File: config.mk
export PLATFORM = sky130hd
export DESIGN_NAME = train_detect
export DESIGN_NICKNAME = d
export VERILOG_FILES = /design/src/rtl/train_detect.sv
export SDC_FILE = /design/constraint.sdc
export NUM_CORES = 1
export LEC_CHECK = 0
export ABC_AREA = 1
export BUFFER_PORTS_ARGS = -buffer_cell sky130_fd_sc_hd__buf_2
export CORE_MARGIN = 8
export CORE_UTILIZATION = 53
export DETAILED_ROUTE_END_ITERATION = 8
export PLACE_DENSITY_LB_ADDON = 0.05
export SYNTH_ARGS = -nofsm -noshare
export SYNTH_HDL_FRONTEND = slang
export SYNTH_SLANG_ARGS = --single-unit
File: constraint.sdc
create_clock -name clk -period 2.1 [get_ports clk]
set_clock_uncertainty 0.15 [all_clocks]
set_input_delay 0.21 -clock clk [delete_from_list [all_inputs] [get_ports clk]]
set_output_delay 0.21 -clock clk [all_outputs]
set_load 0.1 [all_outputs]
File: src/rtl/train_detect.sv
// Track-sensor front end: sync, debounce and axle counting.
// Drives the semaphore train input, with a latched fault and a watchdog.
module train_detect #(
    parameter int DEB_CYCLES = 4,
    parameter int CNT_W      = 8,
    parameter int TIMEOUT    = 1000
) (
    input  logic             clk,
    input  logic             clrn,
    input  logic             sens_in,
    input  logic             sens_out,
    input  logic             fault_clr,
    output logic             train,
    output logic [CNT_W-1:0] axle_cnt,
    output logic             fault,
    output logic [1:0]       fault_code
);

    localparam int DW = (DEB_CYCLES > 1) ? $clog2(DEB_CYCLES) : 1;
    localparam int WW = (TIMEOUT > 1) ? $clog2(TIMEOUT) : 1;
    localparam logic [DW-1:0] DEB_LAST = DW'(DEB_CYCLES - 1);
    localparam logic [WW-1:0] WD_LAST  = WW'(TIMEOUT - 1);

    typedef enum logic [1:0] {
        IDLE,
        OCCUPIED,
        FAULTED
    } state_t;

    // bit 0 = entry sensor, bit 1 = exit sensor
    logic [1:0]    sync1, sync2;
    logic [1:0]    filt, filt_d;
    logic [1:0]    pulse;
    logic [DW-1:0] deb_cnt [2];

    state_t           state, state_n;
    logic [CNT_W-1:0] cnt, cnt_n;
    logic [1:0]       code, code_n;
    logic [WW-1:0]    wd, wd_n;
    logic             inc, dec, ovf, unf;

    assign inc = pulse[0];
    assign dec = pulse[1];

    // Two-flop synchronisers and rising-edge pulse registers
    always_ff @(posedge clk) begin
        if (!clrn) begin
            sync1  <= '0;
            sync2  <= '0;
            filt_d <= '0;
            pulse  <= '0;
        end else begin
            sync1  <= {sens_out, sens_in};
            sync2  <= sync1;
            filt_d <= filt;
            pulse  <= filt & ~filt_d;
        end
    end

    // Debounce: filtered level follows after DEB_CYCLES stable mismatches
    always_ff @(posedge clk) begin
        if (!clrn) begin
            filt       <= '0;
            deb_cnt[0] <= '0;
            deb_cnt[1] <= '0;
        end else begin
            for (int i = 0; i < 2; i++) begin
                if (sync2[i] == filt[i]) begin
                    deb_cnt[i] <= '0;
                end else if (deb_cnt[i] == DEB_LAST) begin
                    filt[i]    <= sync2[i];
                    deb_cnt[i] <= '0;
                end else begin
                    deb_cnt[i] <= deb_cnt[i] + 1'b1;
                end
            end
        end
    end

    // Next count, fault detection, watchdog and state transitions
    always_comb begin
        state_n = state;
        cnt_n   = cnt;
        code_n  = code;
        wd_n    = '0;
        ovf     = 1'b0;
        unf     = 1'b0;
        if (inc && !dec) begin
            if (&cnt) ovf = 1'b1;
            else      cnt_n = cnt + 1'b1;
        end else if (dec && !inc) begin
            if (cnt == '0) unf = 1'b1;
            else           cnt_n = cnt - 1'b1;
        end
        if (fault_clr) begin
            state_n = IDLE;
            cnt_n   = '0;
            code_n  = 2'b00;
        end else begin
            unique case (state)
                IDLE: begin
                    if (ovf || unf) begin
                        state_n = FAULTED;
                        code_n  = unf ? 2'b01 : 2'b10;
                    end else if (cnt_n != '0) begin
                        state_n = OCCUPIED;
                    end
                end
                OCCUPIED: begin
                    if (ovf || unf) begin
                        state_n = FAULTED;
                        code_n  = unf ? 2'b01 : 2'b10;
                    end else if (cnt_n == '0) begin
                        state_n = IDLE;
                    end else if (inc || dec) begin
                        wd_n = '0;
                    end else if (wd == WD_LAST) begin
                        state_n = FAULTED;
                        code_n  = 2'b11;
                    end else begin
                        wd_n = wd + 1'b1;
                    end
                end
                FAULTED: begin
                    state_n = FAULTED;
                end
                default: begin
                    state_n = IDLE;
                end
            endcase
        end
    end

    // State and registered outputs
    always_ff @(posedge clk) begin
        if (!clrn) begin
            state <= IDLE;
            cnt   <= '0;
            code  <= 2'b00;
            wd    <= '0;
            train <= 1'b0;
            fault <= 1'b0;
        end else begin
            state <= state_n;
            cnt   <= cnt_n;
            code  <= code_n;
            wd    <= wd_n;
            train <= (state_n != IDLE);
            fault <= (state_n == FAULTED);
        end
    end

    assign axle_cnt   = cnt;
    assign fault_code = code;

endmodule

==> results of run 1 <==
==> synth_stat cells, drive strengths merged <==
cell / number / share of area, %
a211oi: 1 / 0.37
a21oi: 12 / 2.9
buf: 2 / 0.79
clkinv: 3 / 0.61
conb: 1 / 0.18
dfxtp: 34 / 33
edfxtp: 4 / 5.8
ha: 6 / 3.7
inv: 40 / 7.3
nand2: 63 / 14
nand3: 25 / 7.4
nand4: 5 / 2.3
nor2: 61 / 14
nor3: 3 / 0.73
nor3b: 1 / 0.61
nor4: 2 / 0.61
o211ai: 2 / 0.73
o21ai: 8 / 2.5
o21bai: 1 / 0.37
or2: 1 / 0.30
xnor2: 1 / 0.43
xor2: 4 / 1.7
==> cells in the final DEF, fill, tap and decap left out, types with 6 or more instances in the layout <==
cell | synthesis | final
buf_2 | 1 | 16
dfxtp_4 | 0 | 8
nand3_1 | 21 | 16
nand2_1 | 53 | 50
a21oi_1 | 12 | 10
nor2_4 | 4 | 9
nand2_4 | 4 | 6
dfxtp_1 | 34 | 25
nand2_2 | 6 | 7
buf_4 | 0 | 21
inv_1 | 36 | 32
nor2_2 | 10 | 11
nand3_2 | 3 | 7
nor2_1 | 47 | 41
==> state kept, by name, summed over array words and instances (netlist names) <==
register    count
wd             10
axle_cnt        8
deb_cnt         4
fault_code      2
filt            2
filt_d          2
pulse           2
state           2
sync1           2
sync2           2
fault           1
train           1
==> per-stage QoR <==
step / setup slack, ps / cells / util, % / hold WS, ps
after CTS: 0.215 / 377 / 69.8 / 50.8
final: 2.11 / 380 / 73.1 / 63.3
after floorplan: -43.5 / 283 / - / 158
after global placement: -14.5 / 358 / 63.2 / 224
after detailed placement: -52.2 / 358 / 63.2 / 226
after global routing: -130 / 380 / 73.1 / 71.8
==> power groups by stage <==
stage / registers, W / logic [W] / clock network (W)
global placement: 0.000769 / 0.000149 / 0
floorplan: 0.000796 / 0.0000896 / 0
finish: 0.000754 / 0.000188 / 0.000598
detailed placement: 0.000770 / 0.000151 / 0
global route: 0.000755 / 0.000206 / 0.000636
CTS: 0.000753 / 0.000179 / 0.000612
==> path summary, 6_finish.rpt <==
check	start	end	slack [ps]	cells past startpoint
worst min-delay path	fault_clr	fault_code[0]$_SDFFE_PP0P_	60	4
worst max-delay path	axle_cnt[0]$_SDFF_PP0_	train$_SDFF_PN0_	2	15
worst min register to register	filt_d[0]$_SDFF_PN0_	pulse[0]$_SDFF_PN0_	230	1
worst max register to register	axle_cnt[0]$_SDFF_PP0_	train$_SDFF_PN0_	2	15
==> logic make-up (layout without fill, tap and decap cells) <==
group,Yosys count,after routing,share of synthesized area [%]
adder cells (fa/ha/maj),6,6,3.65
buffers and inverters,45,93,8.71
AND/OR/NAND/NOR,161,162,39.5
XOR/XNOR,5,5,2.13
flip-flops,38,38,39.0
AO/OA/AOI/OAI,24,24,6.88
other,1,4,0.183
==> what timing repair did <==
action,CTS,global route
pin swaps,11,19
gates cloned,1,0
hold buffers,2,0
endpoints found under the setup margin,5,16
resized for setup,10,26
hold endpoints to repair,2,0
buffers inserted,8,3
==> routing by layer <==
| layer | global-route usage, % | up-vias | wire [um] |
|---|---|---|---|
| met5 | 0 | - | 0 |
| met4 | 7.22 | 0 | 75 |
| met2 | 27.2 | 41 | 2370 |
| met3 | 4.90 | 7 | 282 |
| met1 | 15.8 | 871 | 1900 |
| li1 | - | 983 | - |
==> critical path, stage by stage (launching register included) <==
cell	delay [ps]
dfxtp_4	380
ha_4	150
nand2_4	60
nor2_4	140
buf_4	130
nand3_1	70
nand2_1	80
nor2_2	50
nor2_2	140
nand2_2	80
nor2_4	140
nand2_4	80
nand2_4	70
nand2_4	70
o21ai_4	160
nand2_2	50
==> cell type report <==
class / count / share of cell area, %
inverter: 43 / 6.31
tap: 48 / 2.23
sequential: 38 / 30.9
clock inverter: 3 / 1.48
clock buffer: 5 / 2.55
timing repair buffer: 42 / 10.8
multi-input combinational: 201 / 45.8
==> results.sh, run 1 <==
export IMPL_status="completed"
export IMPL_die_h_um=78.3
export IMPL_drt_iter0_markers=90
export IMPL_gp_congestion=0.847
export IMPL_first_pass_iters=4
export IMPL_wl_per_cell_um=12.2
export IMPL_synth_seq_cells=38
export IMPL_vias_per_cell=5.01
export IMPL_grt_pass1_wl_um=7710
export IMPL_syn_inst=280
export IMPL_post_route_min_period_ps=2100
export IMPL_diodes=0
export IMPL_total_power_w=0.00154
export IMPL_antenna_left=0
export IMPL_setup_viol=0
export IMPL_die_area_sq_um=6120
export IMPL_worstSetupStartpointType="flop"
export IMPL_stdcell_area_sq_um=2700
export IMPL_combPwrFrac_pct=12.2
export IMPL_final_net_count=342
export IMPL_ys_types=34
export IMPL_via_count=1902
export IMPL_ys_warn_count=0
export IMPL_finalWirelength_um=4630
export IMPL_syn_area_sq_um=2050
export IMPL_dp_hpwl_um=3300
export IMPL_clock_power_share_pct=38.8
export IMPL_core_area_sq_um=3690
export IMPL_grt_pass1_vias=1868
export IMPL_rows=22
export IMPL_cts_tree="done"
export IMPL_clock_latency_ps=290
export IMPL_area_delta_synth_final_pct=31.2
export IMPL_maxCapViolCount=0
export IMPL_placed_area_sq_um=2330
export IMPL_static_leakage_power_nw=1.27
export IMPL_worstSetupEndpointType="flop"
export IMPL_fmax_mhz=477
export IMPL_grt_max_degree=13
export IMPL_cts_path_max_buffers=2
export IMPL_max_vdd_ir_drop_mv=0.582
export IMPL_drive_gt1_share_pct=35.5
export IMPL_setup_tns_final_ps=0
export IMPL_multiInputGateArea_sq_um=1230
export IMPL_start_util_pct=55.7
export IMPL_cts_root_buf="clkbuf_8"
export IMPL_rsz0062_at_grt="yes"
export IMPL_fin_crit_sh_pct=99.9
export IMPL_crit_required_ps=2130
export IMPL_switchingPower_w=0.000381
export IMPL_cts_clk_slew_worst_paths_ps=70
export IMPL_io_pins=17
export IMPL_seqPwrFrac_pct=49.0
export IMPL_worstSetupPathType="reg2reg"
export IMPL_antenna_found_initial=0
export IMPL_hold_viol=0
export IMPL_slew_violations=0
export IMPL_cts_made_buffers=5
export IMPL_yosysSeqAreaShare_pct=39.0
export IMPL_dieWidth_um=78.3
export IMPL_synth_avg_cell_area_sq_um=7.34
export IMPL_min_path_type="in2reg"
export IMPL_cp_arrival_ps=2130
export IMPL_fillers=304
export IMPL_p_int_w=0.00116
export IMPL_p_per_area_nw_per_um2=571
export IMPL_remaining_drc_errors=0
export IMPL_swShare_pct=24.7
export IMPL_grtUsageTotal_pct=15.2
export IMPL_clock_sinks=38
export IMPL_gr_total_overflow=0
export IMPL_path_max_fanout=4
export IMPL_cts_htree_levels=2
export IMPL_seq_area_sq_um=832
export IMPL_io_buffer_count=16
Note: power is estimated with default switching activity, not from simulation.
==> inputs of run 2 (changes only) <==
CORE_UTILIZATION = 55   (was 53)
SLEW_MARGIN = 25   (was not set)
clock period = 2.3 ns   (was 2.1 ns; I/O delays follow)
==> run 2 against run 1 <==
Core utilization down 4.4 points. Clock power up 12%. Register-to-register slack better by 90 ps. Routed wire length down 9.5%. Maximum frequency down 5.0%. Die area down 2.9%. Critical path type unchanged. Largest power group unchanged. Sequential power down 8.0%. Total power down 2.2%. Critical endpoint is now fault$_SDFF_PN0_. Sequential share of layout area up 1.8 points. Final cell count down 4.5%.
==> results.sh, run 2 (synthesis gave the netlist of run 1 again) <==
export IMPL_clock_latency_ps=290
export IMPL_wl_per_cell_um=11.5
export IMPL_finalWirelength_um=4190
export IMPL_cp_endpoint="fault$_SDFF_PN0_"
export IMPL_vias_per_cell=4.91
export IMPL_cts_root_buf="clkbuf_8"
export IMPL_r2r_cells=16
export IMPL_cts_path_max_buffers=2
export IMPL_cts_clk_slew_worst_paths_ps=80
export IMPL_core_area_sq_um=3630
export IMPL_antenna_found_initial=0
export IMPL_rrSetupSlack_ps=90
export IMPL_hold_viol=0
export IMPL_io_buffer_count=16
export IMPL_drive_gt1_share_pct=28.3
export IMPL_setup_viol=0
export IMPL_grtUsageTotal_pct=13.9
export IMPL_final_net_count=325
export IMPL_gr_total_overflow=0
export IMPL_stdcell_area_sq_um=2500
export IMPL_timing_rr_start="axle_cnt[0]$_SDFF_PP0_"
export IMPL_grt_max_degree=14
export IMPL_total_power_w=0.00151
export IMPL_cts_tree="done"
export IMPL_final_common_cell="nand2_1"
export IMPL_die_h_um=77.1
export IMPL_post_route_util_pct=68.7
export IMPL_io_pins=17
export IMPL_cts_made_buffers=5
export IMPL_fin_crit_sh_pct=96.0
export IMPL_fmax_mhz=453
export IMPL_largest_reg_flops=10
export IMPL_dieWidth_um=77.1
export IMPL_top_register="wd"
export IMPL_layout_common_cells="nand2_1 (51), nor2_1 (46), inv_1 (33), dfxtp_1 (26), nand3_1 (19)"
export IMPL_crit_start="axle_cnt[0]$_SDFF_PP0_"
export IMPL_post_route_min_period_ps=2210
export IMPL_r2r_end="fault$_SDFF_PN0_"
export IMPL_setup_ws_ps=92.2
export IMPL_maxCapViolCount=0
export IMPL_dp_hpwl_um=2990
export IMPL_worstSetupPathType="reg2reg"
export IMPL_area_delta_synth_final_pct=21.6
export IMPL_slew_violations=0
export IMPL_clock_sinks=38
export IMPL_path_max_fanout=6
export IMPL_max_vdd_ir_drop_mv=0.572
export IMPL_grt_pass1_vias=1607
export IMPL_static_leakage_power_nw=1.17
export IMPL_diodes=0
export IMPL_worstSetupEndpointType="flop"
export IMPL_dpl_cell_count=347
export IMPL_die_area_sq_um=5950
export IMPL_grt_pass1_wl_um=6880
export IMPL_start_util_pct=56.5
export IMPL_gp_congestion=0.817
export IMPL_rows=22
export IMPL_worstSetupStartpointType="flop"
export IMPL_via_count=1781
export IMPL_cp_arrival_ps=2240
export IMPL_min_path_type="in2reg"
export IMPL_drt_iter0_markers=94
export IMPL_placed_area_sq_um=2220
export IMPL_p_per_area_nw_per_um2=603
export IMPL_cts_htree_levels=2
export IMPL_crit_required_ps=2340
export IMPL_dp_slack_ps=47.5
export IMPL_remaining_drc_errors=0
export IMPL_antenna_left=0
export IMPL_first_pass_iters=4
export IMPL_status="completed"
export IMPL_final_cells=363
run 2: cell count changes in the layout (fill, tap and decap cells not counted), sizes merged:
cell and delta:
buf -16, clkinvlp +1, clkinv -1, inv -1, bufinv +1, nand4 -1
run 2: worst min-delay path by stage:
stage / cells past startpoint / end / from / slack [ps]
floorplan: 2 / sync1[0]$_SDFF_PN0_ / sens_in / 180
CTS: 4 / fault_code[0]$_SDFFE_PP0P_ / fault_clr / 80
global route: 4 / fault_code[0]$_SDFFE_PP0P_ / fault_clr / 100
finish: 3 / sync1[1]$_SDFF_PN0_ / clrn / 90
global placement: 1 / pulse[1]$_SDFF_PN0_ / filt_d[1]$_SDFF_PN0_ / 220
detailed placement: 1 / pulse[1]$_SDFF_PN0_ / filt_d[1]$_SDFF_PN0_ / 230
run 2: area by class of cell:
cell class | count | area (sq um)
multi-input combinational | 200 | 1160
fill | 307 | 1140
sequential | 38 | 816
inverter | 43 | 166
timing repair buffer | 26 | 160
clock buffer | 5 | 68.8
clock inverter | 3 | 68.8
tap | 48 | 60.1
run 2: per-layer routing:
layer	vias up	wire length (um)	global-route usage, %
met4	0	73	5.47
met3	8	206	4.66
li1	947	-	-
met5	-	0	0
met1	784	1970	16.2
met2	42	1940	22.9
run 2: critical path, cell delays in order, from the launching register on:
cell	delay, ps
dfxtp_4	380
clkinvlp_4	120
buf_4	120
buf_4	110
nand2_1	90
nor2_2	140
nand3_1	100
nand2_1	80
nor2_1	50
nor2_2	150
nand2_2	80
nor2_4	130
nand2_4	80
nand2_4	70
nand2_4	60
o21ai_4	140
inv_1	60
run 2: timing repair:
action	4_1_cts	5_1_grt
buffers inserted	0	6
hold buffers	2	0
resized for setup	0	18
hold endpoints to repair	2	0
setup endpoints to repair	0	16
run 2: through the flow:
stage          hold slack [ps]  TNS, ps
3_3_place_gp               222        0
2_1_floorplan              178        0
4_1_cts                   83.1        0
5_1_grt                    103    -35.5
6_report                  88.4        0
3_5_place_dp               228        0
run 2: power breakdown:
part	internal, W	switching (W)	leakage, nW
sequential	0.000683	0.0000112	0.321
clock	0.000434	0.000235	0.0683
combinational	0.0000454	0.0000985	0.777
total	0.00116	0.000344	1.17
